`config.mk`:
```
export PLATFORM = sky130hd
export DESIGN_NAME = mdu_div_sequencer
export DESIGN_NICKNAME = d
export VERILOG_FILES = /design/src/rtl/rv32im_pkg.sv /design/src/rtl/div_step.sv /design/src/rtl/mdu_div_sequencer.sv
export SDC_FILE = /design/constraint.sdc
export NUM_CORES = 1
export LEC_CHECK = 0
export CAP_MARGIN = 40
export CORE_UTILIZATION = 44
export CTS_BUF_LIST = sky130_fd_sc_hd__clkbuf_8
export DETAILED_ROUTE_END_ITERATION = 12
export GPL_ROUTABILITY_DRIVEN = 0
export GPL_TIMING_DRIVEN = 0
export PLACE_DENSITY = 0.68
export SLEW_MARGIN = 20
export SYNTH_ARGS = -nofsm -noshare
export SYNTH_HDL_FRONTEND = slang
export SYNTH_SLANG_ARGS = --single-unit
```
`constraint.sdc`:
```
create_clock -name clk -period 9.5 [get_ports clk]
set_input_delay 2.375 -clock clk [delete_from_list [all_inputs] [get_ports clk]]
set_output_delay 2.375 -clock clk [all_outputs]
set_load 0.02 [all_outputs]
```
`src/rtl/rv32im_pkg.sv`:
```
`default_nettype none
// ============================================================================
//  Module      : rv32im_pkg
//  Description : Shared types and constants for the RV32M divide sequencer:
//                FSM state encoding, divide funct3 codes, default XLEN.
//  Revision    : 1.0 - initial release
// ============================================================================
package rv32im_pkg;

    localparam int XLEN_DEFAULT = 32;

    localparam logic [2:0] F3_DIV  = 3'b100;
    localparam logic [2:0] F3_DIVU = 3'b101;
    localparam logic [2:0] F3_REM  = 3'b110;
    localparam logic [2:0] F3_REMU = 3'b111;

    typedef enum logic [1:0] {
        IDLE = 2'd0,
        BUSY = 2'd1,
        DONE = 2'd2
    } div_state_t;

endpackage : rv32im_pkg
`default_nettype wire

```
`src/rtl/div_step.sv`:
```
`default_nettype none
// ============================================================================
//  Module      : div_step
//  Description : One radix-2 restoring division iteration (combinational).
//                Shifts rem:quot left by one, trial-subtracts the divisor and
//                shifts the resulting quotient bit into quot.
//  Revision    : 1.0 - initial release
// ============================================================================
module div_step #(
    parameter int XLEN = 32
)(
    input  logic [XLEN:0]   i_rem,
    input  logic [XLEN-1:0] i_quot,
    input  logic [XLEN-1:0] i_divisor,
    output logic [XLEN:0]   o_rem,
    output logic [XLEN-1:0] o_quot
);

    logic [XLEN+1:0] w_shift;
    logic [XLEN+1:0] w_trial;
    logic            w_borrow;

    // Trial subtract one bit wider than the remainder so the borrow lands in the MSB
    always_comb begin
        w_shift  = {i_rem, i_quot[XLEN-1]};
        w_trial  = w_shift - {2'b00, i_divisor};
        w_borrow = w_trial[XLEN+1];
        o_rem    = w_borrow ? w_shift[XLEN:0] : w_trial[XLEN:0];
        o_quot   = {i_quot[XLEN-2:0], ~w_borrow};
    end

endmodule : div_step
`default_nettype wire

```
`src/rtl/mdu_div_sequencer.sv`:
```
`default_nettype none
// ============================================================================
//  Module      : mdu_div_sequencer
//  Description : Multi-cycle RV32M DIV/DIVU/REM/REMU controller for the EX
//                stage. Runs XLEN restoring iterations on operand magnitudes,
//                applies sign fixup and the architectural special cases, and
//                stalls the upstream pipeline while busy.
//  Config      : DIV_FASTPATH_EN - divide-by-zero and signed overflow go
//                straight from IDLE to DONE instead of iterating.
//  Revision    : 1.0 - initial release
// ============================================================================
module mdu_div_sequencer
    import rv32im_pkg::*;
#(
    parameter int XLEN      = XLEN_DEFAULT,
    parameter int REGADDR_W = 5
)(
    input  logic                 clk,
    input  logic                 clr,
    input  logic                 div_valid,
    input  logic [2:0]           div_funct3,
    input  logic [XLEN-1:0]      div_a,
    input  logic [XLEN-1:0]      div_b,
    input  logic [REGADDR_W-1:0] div_rd,
    input  logic                 kill,
    output logic                 stall,
    output logic                 busy,
    output logic                 done,
    output logic [XLEN-1:0]      result,
    output logic [REGADDR_W-1:0] rd_out
);

    localparam int                 c_CNT_W    = $clog2(XLEN);
    localparam logic [c_CNT_W-1:0] c_CNT_INIT = c_CNT_W'(XLEN - 1);
    localparam logic [c_CNT_W-1:0] c_CNT_ONE  = c_CNT_W'(1);
    localparam logic [XLEN-1:0]    c_INT_MIN  = {1'b1, {(XLEN-1){1'b0}}};

    div_state_t           r_state;
    div_state_t           w_state_nxt;
    logic [c_CNT_W-1:0]   r_cnt;
    logic [XLEN:0]        r_rem;
    logic [XLEN:0]        w_rem_nxt;
    logic [XLEN-1:0]      r_quot;
    logic [XLEN-1:0]      w_quot_nxt;
    logic [XLEN-1:0]      r_divisor;
    logic [XLEN-1:0]      r_a;
    logic                 r_neg_q;
    logic                 r_neg_r;
    logic                 r_is_rem;
    logic                 r_b_zero;
    logic                 r_ovf;
    logic [REGADDR_W-1:0] r_rd;
    logic [REGADDR_W-1:0] r_rd_out;
    logic [XLEN-1:0]      r_result;

    logic                 w_signed;
    logic                 w_is_rem;
    logic                 w_a_neg;
    logic                 w_b_neg;
    logic                 w_b_zero;
    logic                 w_ovf;
    logic                 w_accept;
    logic                 w_done;
    logic                 w_stall;
    logic [XLEN-1:0]      w_a_abs;
    logic [XLEN-1:0]      w_b_abs;
    logic [XLEN-1:0]      w_quot_res;
    logic [XLEN-1:0]      w_rem_res;
    logic [XLEN-1:0]      w_final;

    // Operand decode: signedness, magnitudes and special-case detection
    assign w_signed = (div_funct3 == F3_DIV) || (div_funct3 == F3_REM);
    assign w_is_rem = (div_funct3 == F3_REM) || (div_funct3 == F3_REMU);
    assign w_a_neg  = w_signed & div_a[XLEN-1];
    assign w_b_neg  = w_signed & div_b[XLEN-1];
    assign w_a_abs  = w_a_neg ? -div_a : div_a;
    assign w_b_abs  = w_b_neg ? -div_b : div_b;
    assign w_b_zero = (div_b == '0);
    assign w_ovf    = w_signed && (div_a == c_INT_MIN) && (div_b == '1);
    assign w_accept = (r_state == IDLE) && div_valid && !kill;

    div_step #(
        .XLEN (XLEN)
    ) u_div_step (
        .i_rem     (r_rem),
        .i_quot    (r_quot),
        .i_divisor (r_divisor),
        .o_rem     (w_rem_nxt),
        .o_quot    (w_quot_nxt)
    );

    // State register
    always_ff @(posedge clk or posedge clr) begin
        if (clr) r_state <= IDLE;
        else     r_state <= w_state_nxt;
    end

    // Next-state, stall and done-pulse decode; kill always wins
    always_comb begin
        w_state_nxt = r_state;
        w_stall     = 1'b0;
        w_done      = 1'b0;
        case (r_state)
            IDLE: begin
                w_stall = div_valid;
                if (w_accept) begin
`ifdef DIV_FASTPATH_EN
                    if (w_b_zero || w_ovf) w_state_nxt = DONE;
                    else                   w_state_nxt = BUSY;
`else
                    w_state_nxt = BUSY;
`endif
                end
            end
            BUSY: begin
                w_stall = 1'b1;
                if (kill)              w_state_nxt = IDLE;
                else if (r_cnt == '0)  w_state_nxt = DONE;
            end
            DONE: begin
                w_done      = !kill;
                w_state_nxt = IDLE;
            end
            default: w_state_nxt = IDLE;
        endcase
    end

    // Iteration counter: loaded on accept, counts down once per BUSY cycle
    always_ff @(posedge clk or posedge clr) begin
        if (clr) begin
            r_cnt <= '0;
        end else if (w_accept) begin
            r_cnt <= c_CNT_INIT;
        end else if ((r_state == BUSY) && !kill && (r_cnt != '0)) begin
            r_cnt <= r_cnt - c_CNT_ONE;
        end
    end

    // Operand capture and restoring iteration datapath
    always_ff @(posedge clk or posedge clr) begin
        if (clr) begin
            r_rem     <= '0;
            r_quot    <= '0;
            r_divisor <= '0;
            r_a       <= '0;
            r_neg_q   <= 1'b0;
            r_neg_r   <= 1'b0;
            r_is_rem  <= 1'b0;
            r_b_zero  <= 1'b0;
            r_ovf     <= 1'b0;
            r_rd      <= '0;
        end else if (w_accept) begin
            r_rem     <= '0;
            r_quot    <= w_a_abs;
            r_divisor <= w_b_abs;
            r_a       <= div_a;
            r_neg_q   <= w_a_neg ^ w_b_neg;
            r_neg_r   <= w_a_neg;
            r_is_rem  <= w_is_rem;
            r_b_zero  <= w_b_zero;
            r_ovf     <= w_ovf;
            r_rd      <= div_rd;
        end else if ((r_state == BUSY) && !kill) begin
            r_rem     <= w_rem_nxt;
            r_quot    <= w_quot_nxt;
        end
    end

    // Sign fixup, then the architectural divide-by-zero / overflow overrides
    always_comb begin
        w_quot_res = r_neg_q ? -r_quot : r_quot;
        w_rem_res  = r_neg_r ? -r_rem[XLEN-1:0] : r_rem[XLEN-1:0];
        if (r_b_zero) begin
            w_quot_res = '1;
            w_rem_res  = r_a;
        end else if (r_ovf) begin
            w_quot_res = c_INT_MIN;
            w_rem_res  = '0;
        end
        w_final = r_is_rem ? w_rem_res : w_quot_res;
    end

    // Completed result holding register; untouched by killed operations
    always_ff @(posedge clk or posedge clr) begin
        if (clr) begin
            r_result <= '0;
            r_rd_out <= '0;
        end else if (w_done) begin
            r_result <= w_final;
            r_rd_out <= r_rd;
        end
    end

    assign stall  = w_stall & ~clr;
    assign busy   = (r_state != IDLE);
    assign done   = w_done;
    assign result = w_done ? w_final : r_result;
    assign rd_out = w_done ? r_rd : r_rd_out;

endmodule : mdu_div_sequencer
`default_nettype wire

```
# After elaboration in Yosys (flattened, before gate mapping)

Cells that the tools add are included.

$add $sub $neg: 6
Equality and inequality tests: 9
Multiplexer cells: 24
Bitwise logic cells: 6
Reductions and logical operators: 17

Operators by type and width:

| operator                                          | number |
|---|---|
| 2-to-1 mux 32 bit                                 | 12 |
| negator 32 bit                                    | 4 |
| 2-to-1 mux 33 bit                                 | 3 |
| == test 32 bit (second input constant)            | 2 |
| subtractor 34 x 32 -> 34 bit                      | 1 |
| logical NOT 32 bit                                | 1 |
| 2-to-1 mux 5 bit                                  | 3 |
| == test 3 bit (second input constant)             | 3 |
| logical AND 1 bit                                 | 6 |
| 2-to-1 mux 2 bit                                  | 3 |
| nonzero test 2 bit                                | 3 |
| logical NOT 5 bit                                 | 1 |
| nonzero test 5 bit                                | 1 |
| subtractor 5 x 1 -> 5 bit (second input constant) | 1 |
| case mux 2 bit (2 select lines)                   | 1 |
| bitwise AND 1 bit                                 | 3 |
| inequality test 3 bit (second input constant)     | 1 |
| == test 2 x 1 -> 1 bit (second input constant)    | 1 |
| == test 2 bit (second input constant)             | 1 |
| logical NOT 2 bit                                 | 1 |
| logical OR 1 bit                                  | 2 |
| inequality test 2 bit (second input constant)     | 1 |
| NOT 1 bit                                         | 2 |
| case mux 1 bit (2 select lines)                   | 1 |
| 4 further kinds                                   | 4 |

Bits in registers: 183
Input port bits: 76
Output and inout port bits: 40
Word-level logic and storage cells: 76

# Logic depth before layout (Yosys ltp)

Depth after elaboration: 6
Mapped depth: 13

# Cells and area by module

A second synthesis with hierarchy kept.

Cell total of the unflattened synthesis: 1614
Area total of the unflattened synthesis: 13053.8 um^2

By module, submodules not included:

| module            | instances | cells each | area each (um^2) |
|---|---|---|---|
| mdu_div_sequencer | 1         | 1255       | 10650.2 |
| div_step          | 1         | 359        | 2403.6 |

# Worst setup path after synthesis

Ideal clock, no wire load.

Path type: input to output
Start: input kill
End: output result[2]
Arrival: 3.468 ns
Required time: 7.125 ns
Setup slack: 3.657 ns
Stages: 5
Buffers on the path: 2
Cells stage by stage: nor2_1 nand2_1 clkbuf_1 clkbuf_1 o21ai_0

Longest elaborated chain between the ends: 3

RTL lines:

| item              | line                     | text |
|---|---|---|
| start, declared   | mdu_div_sequencer.sv:25  | `input logic kill,` |
| logical NOT 1 bit | mdu_div_sequencer.sv:121 | `w_done = !kill;` |
| 2-to-1 mux 1 bit  | mdu_div_sequencer.sv:103 | `case (r_state)` |
| 2-to-1 mux 32 bit | -                        |  |
| end, declared     | mdu_div_sequencer.sv:29  | `output logic [XLEN-1:0] result,` |

No other way between the ends.

# Worst setup path in the final report

Start: input kill
End: output result[17]

The elaborated chain is that of the path after synthesis.

==> metrics.csv <==
stage,metric,value,unit
global_routing,grt_antenna_before_repair,0,
power_and_ir_drop,power_density,251,nW/um^2
clock_network,h-tree-depth,4,
logic_synthesis,avgSynthCellArea,7.93,sq um
sta,clock.fmax,138,MHz
clock_network,cts.sinks,183,
sta,rsz0062_at_grt,no,
drt,drtAntennaViolNets,0,
floorplan,core_area,27800,sq um
finish,layout_commonest_cell,nand2_1,
global_routing,grt_overflow_total,0,
finish,syn_to_final_growth,17.1,%
power_and_ir_drop,p_sw_frac,0.489,
placed_design,place_area,14100,sq um
power_and_ir_drop,combPwrFrac,0.526,
clock_network,cts_resized,0,
clock_network,cts_tree,done,
logic_synthesis,async_flop_share,1.00,
clock_network,path_clk_slew,110,ps
logic_synthesis,syn-num-nets,1682,
setup_path,critPathKind,in -> out,
sta,hold_viol,0,
finish,final_cells,2094,
logic_synthesis,syn-cell-area,12400,sq um
floorplan,top_level_ports,116,
setup_path,startpoint,kill,
finish,most-common-layout-cells,"nand2_1 (303), dfrtp_1 (183), clkdlybuf4s50_1 (115)",
power_and_ir_drop,pwr-share-seq,0.319,
drt,drc,0,
setup_path,cp_data_arrival_time,4890,ps
drt,dr.first_iter.drc_count,1366,
setup_path,worst_ep_required_time,7130,ps
sta,tightestPinTransition,882,ps
floorplan,core.rowCount,61,
logic_synthesis,synth_top_area_share,0.369,
logic_synthesis,yosysUniqueCellTypes,70,
floorplan,die_area,28900,sq um
setup_path,cp_max_fo,10,
logic_synthesis,syn_inst,1566,
setup_path,cp-start-kind,primary input,
sta,period_share,0.765,
sta,clock_skew,21.0,ps
power_and_ir_drop,ir_drop,0.207,mV
floorplan,start_util,0.447,
sta,finalSetupTns,0,ps
clock_network,ctsHoldBuffers,0,
setup_path,rr_worst_depth,11,
sta,relSlewSlack,0.412,
logic_synthesis,synth-main-ff-cell,dfrtp_1,
placed_design,portBuffers,115,
min_path,hp-class,reg -> reg,
power_and_ir_drop,clkPwrFrac,0.154,
global_routing,grt_pass1_wl,64500,um
global_routing,grt_start_max_net_pins,80,
clock_network,root_buffer,clkbuf_8,
drt,routed-via-count,12200,
setup_path,r2r_setup_slack,6020,ps
placed_design,place_inst,2062,
sta,setup_viol,0,
power_and_ir_drop,p_int,1.86,mW
status,status,"finished, final reports clean",
flow_run,drv_cap,0,
drt,routed_via_density,5.84,
setup_path,r2r_end,r_quot[0],
power_and_ir_drop,p_leak,6.05,nW
global_routing,track_usage,0.292,
floorplan,die_y,170,um
logic_synthesis,synth_area_leaders,"dfrtp_1 (37%), nand2_1 (9.2%), xor2_1 (5.6%)",
logic_synthesis,synth.largest_area_cell,dfrtp_1,
placed_design,dp_hpwl,32700,um
global_routing,grt_pass1_vias,11400,
setup_path,cp-end-kind,output port,
logic_synthesis,ys_ff_latch,183,
drt,routedWlPerCell,19.8,um
setup_path,r2r_start,r_rem[16],
logic_synthesis,yosys_warnings,0,
clock_network,cts_setup_buffers,0,
finish,diodes,0,
drt,first_pass_iters,5,
min_path,holdCritStartpoint,r_result[19],
power_and_ir_drop,switchingPower,1.78,mW
sta,maxSlewViolCount,0,
clock_network,clockBufferDepth,2,
sta,min_period,7270,ps
drt,wl,41400,um
clock_network,cts_buffers,17,
finish,drive_gt1_frac,0.0367,
finish,final_cell_area,14500,sq um
setup_path,crit_end,result[17],
floorplan,die_w,170,um
logic_synthesis,ys_seq_area_frac,0.369,
clock_network,clk_latency,500,ps
finish,nets,1819,
logic_synthesis,synth_edf_count,0,
[worst max-delay path, cell delays in order]
cell and delay (ps):
clkdlybuf4s50_1 570, nor2_1 60, nand2_1 170, clkbuf_1 390
buf_1 390, nand2_1 110, o31ai_1 120, clkdlybuf4s50_1 690
[registers in the layout, summed over array words and instances, names as in the netlist]
| name | cells |
|---|---|
| r_b_zero | 1 |
| r_is_rem | 1 |
| r_rd_out | 5 |
| r_cnt | 5 |
| r_a | 32 |
| r_rd | 5 |
| r_result | 32 |
| r_quot | 32 |
| r_state | 2 |
| r_neg_r | 1 |
| r_rem | 33 |
| r_ovf | 1 |
| r_neg_q | 1 |
| r_divisor | 32 |
[routing by layer]
metal	wire length [um]	GRT usage	vias to the layer above	part of all wire
met1	18900	0.426	5836	0.46
met2	17600	0.430	556	0.43
met4	923	0.0705	0	0.022
li1	-	-	5774	-
met3	3950	0.0719	73	0.096
met5	0	0	-	0
[cell type report]
type,instances,area (sq um)
inverters,63,244
fillers,2688,13200
plain buffers,97,369
multi-input cells,1223,7240
clock inverters,15,196
well taps,378,473
clock buffers,17,234
repair buffers,118,1210
flip-flops and latches,183,4580
[cell families (layout without fill, tap and decap cells)]
group,after synthesis,count (layout),synth area share
AOI/OAI and AO/OA,464,464,0.225
xor gates and xnor gates,148,148,0.104
adders and majority gates,40,40,0.0409
buffers and inverters,160,310,0.0488
DFF,183,183,0.369
muxes,7,7,0.00615
and+or+nand+nor,564,564,0.205
[cell usage after synthesis, types with 4 or more instances]
master and instances:
ha_1 39, mux2_2 5, nand4_1 16, nor2_1 92
buf_1 7, nand3_1 30, or2_2 4, o21a_1 6
nand2b_1 12, a32oi_1 15, inv_1 61, a31oi_1 11
nor2b_1 9, or4_1 12, or3_1 15, dfrtp_1 183
and3_1 4, o21bai_1 4, a221o_1 11, o21ai_1 109
nand2_1 303, a21oi_1 106, o211ai_1 13, nor3_1 26
xor2_1 79, a211oi_1 6, a21o_1 7, nor3b_1 4
o31ai_1 25, a22oi_1 9, clkbuf_1 86, o22ai_1 12
o21ai_0 90, and2_1 4, o41ai_1 16, xnor2_1 69
buf_2 4, nor4_1 18
[worst min path at each step]
stage                              end  cells after the start
after floorplan                r_a[29]                      2
after global placement    r_result[19]                      2
after detailed placement   r_rd_out[0]                      2
after CTS                 r_result[19]                      2
after global routing      r_result[19]                      2
final                     r_result[19]                      2
[through the flow]
stage | power [mW] | setup slack, ps | util | hold slack [ps]
2_1_floorplan | 2.49 | 2150 | - | 437
3_3_place_gp | 3.00 | -350 | 0.505 | 448
3_5_place_dp | 3.04 | 2230 | 0.508 | 461
4_1_cts | 3.60 | 2220 | 0.523 | 488
5_1_grt | 3.90 | 2040 | 0.523 | 509
6_report | 3.65 | 2230 | 0.523 | 482
[power groups by stage]
| stage | Sequential, mW | Combinational, mW | Clock (mW) |
|---|---|---|---|
| after floorplan | 1.09 | 1.40 | 0 |
| after detailed placement | 1.17 | 1.87 | 0 |
| final | 1.16 | 1.92 | 0.562 |
| after global placement | 1.16 | 1.84 | 0 |
| after CTS | 1.16 | 1.88 | 0.564 |
| after global routing | 1.19 | 2.12 | 0.592 |
Power figures use the tool's default switching activity.
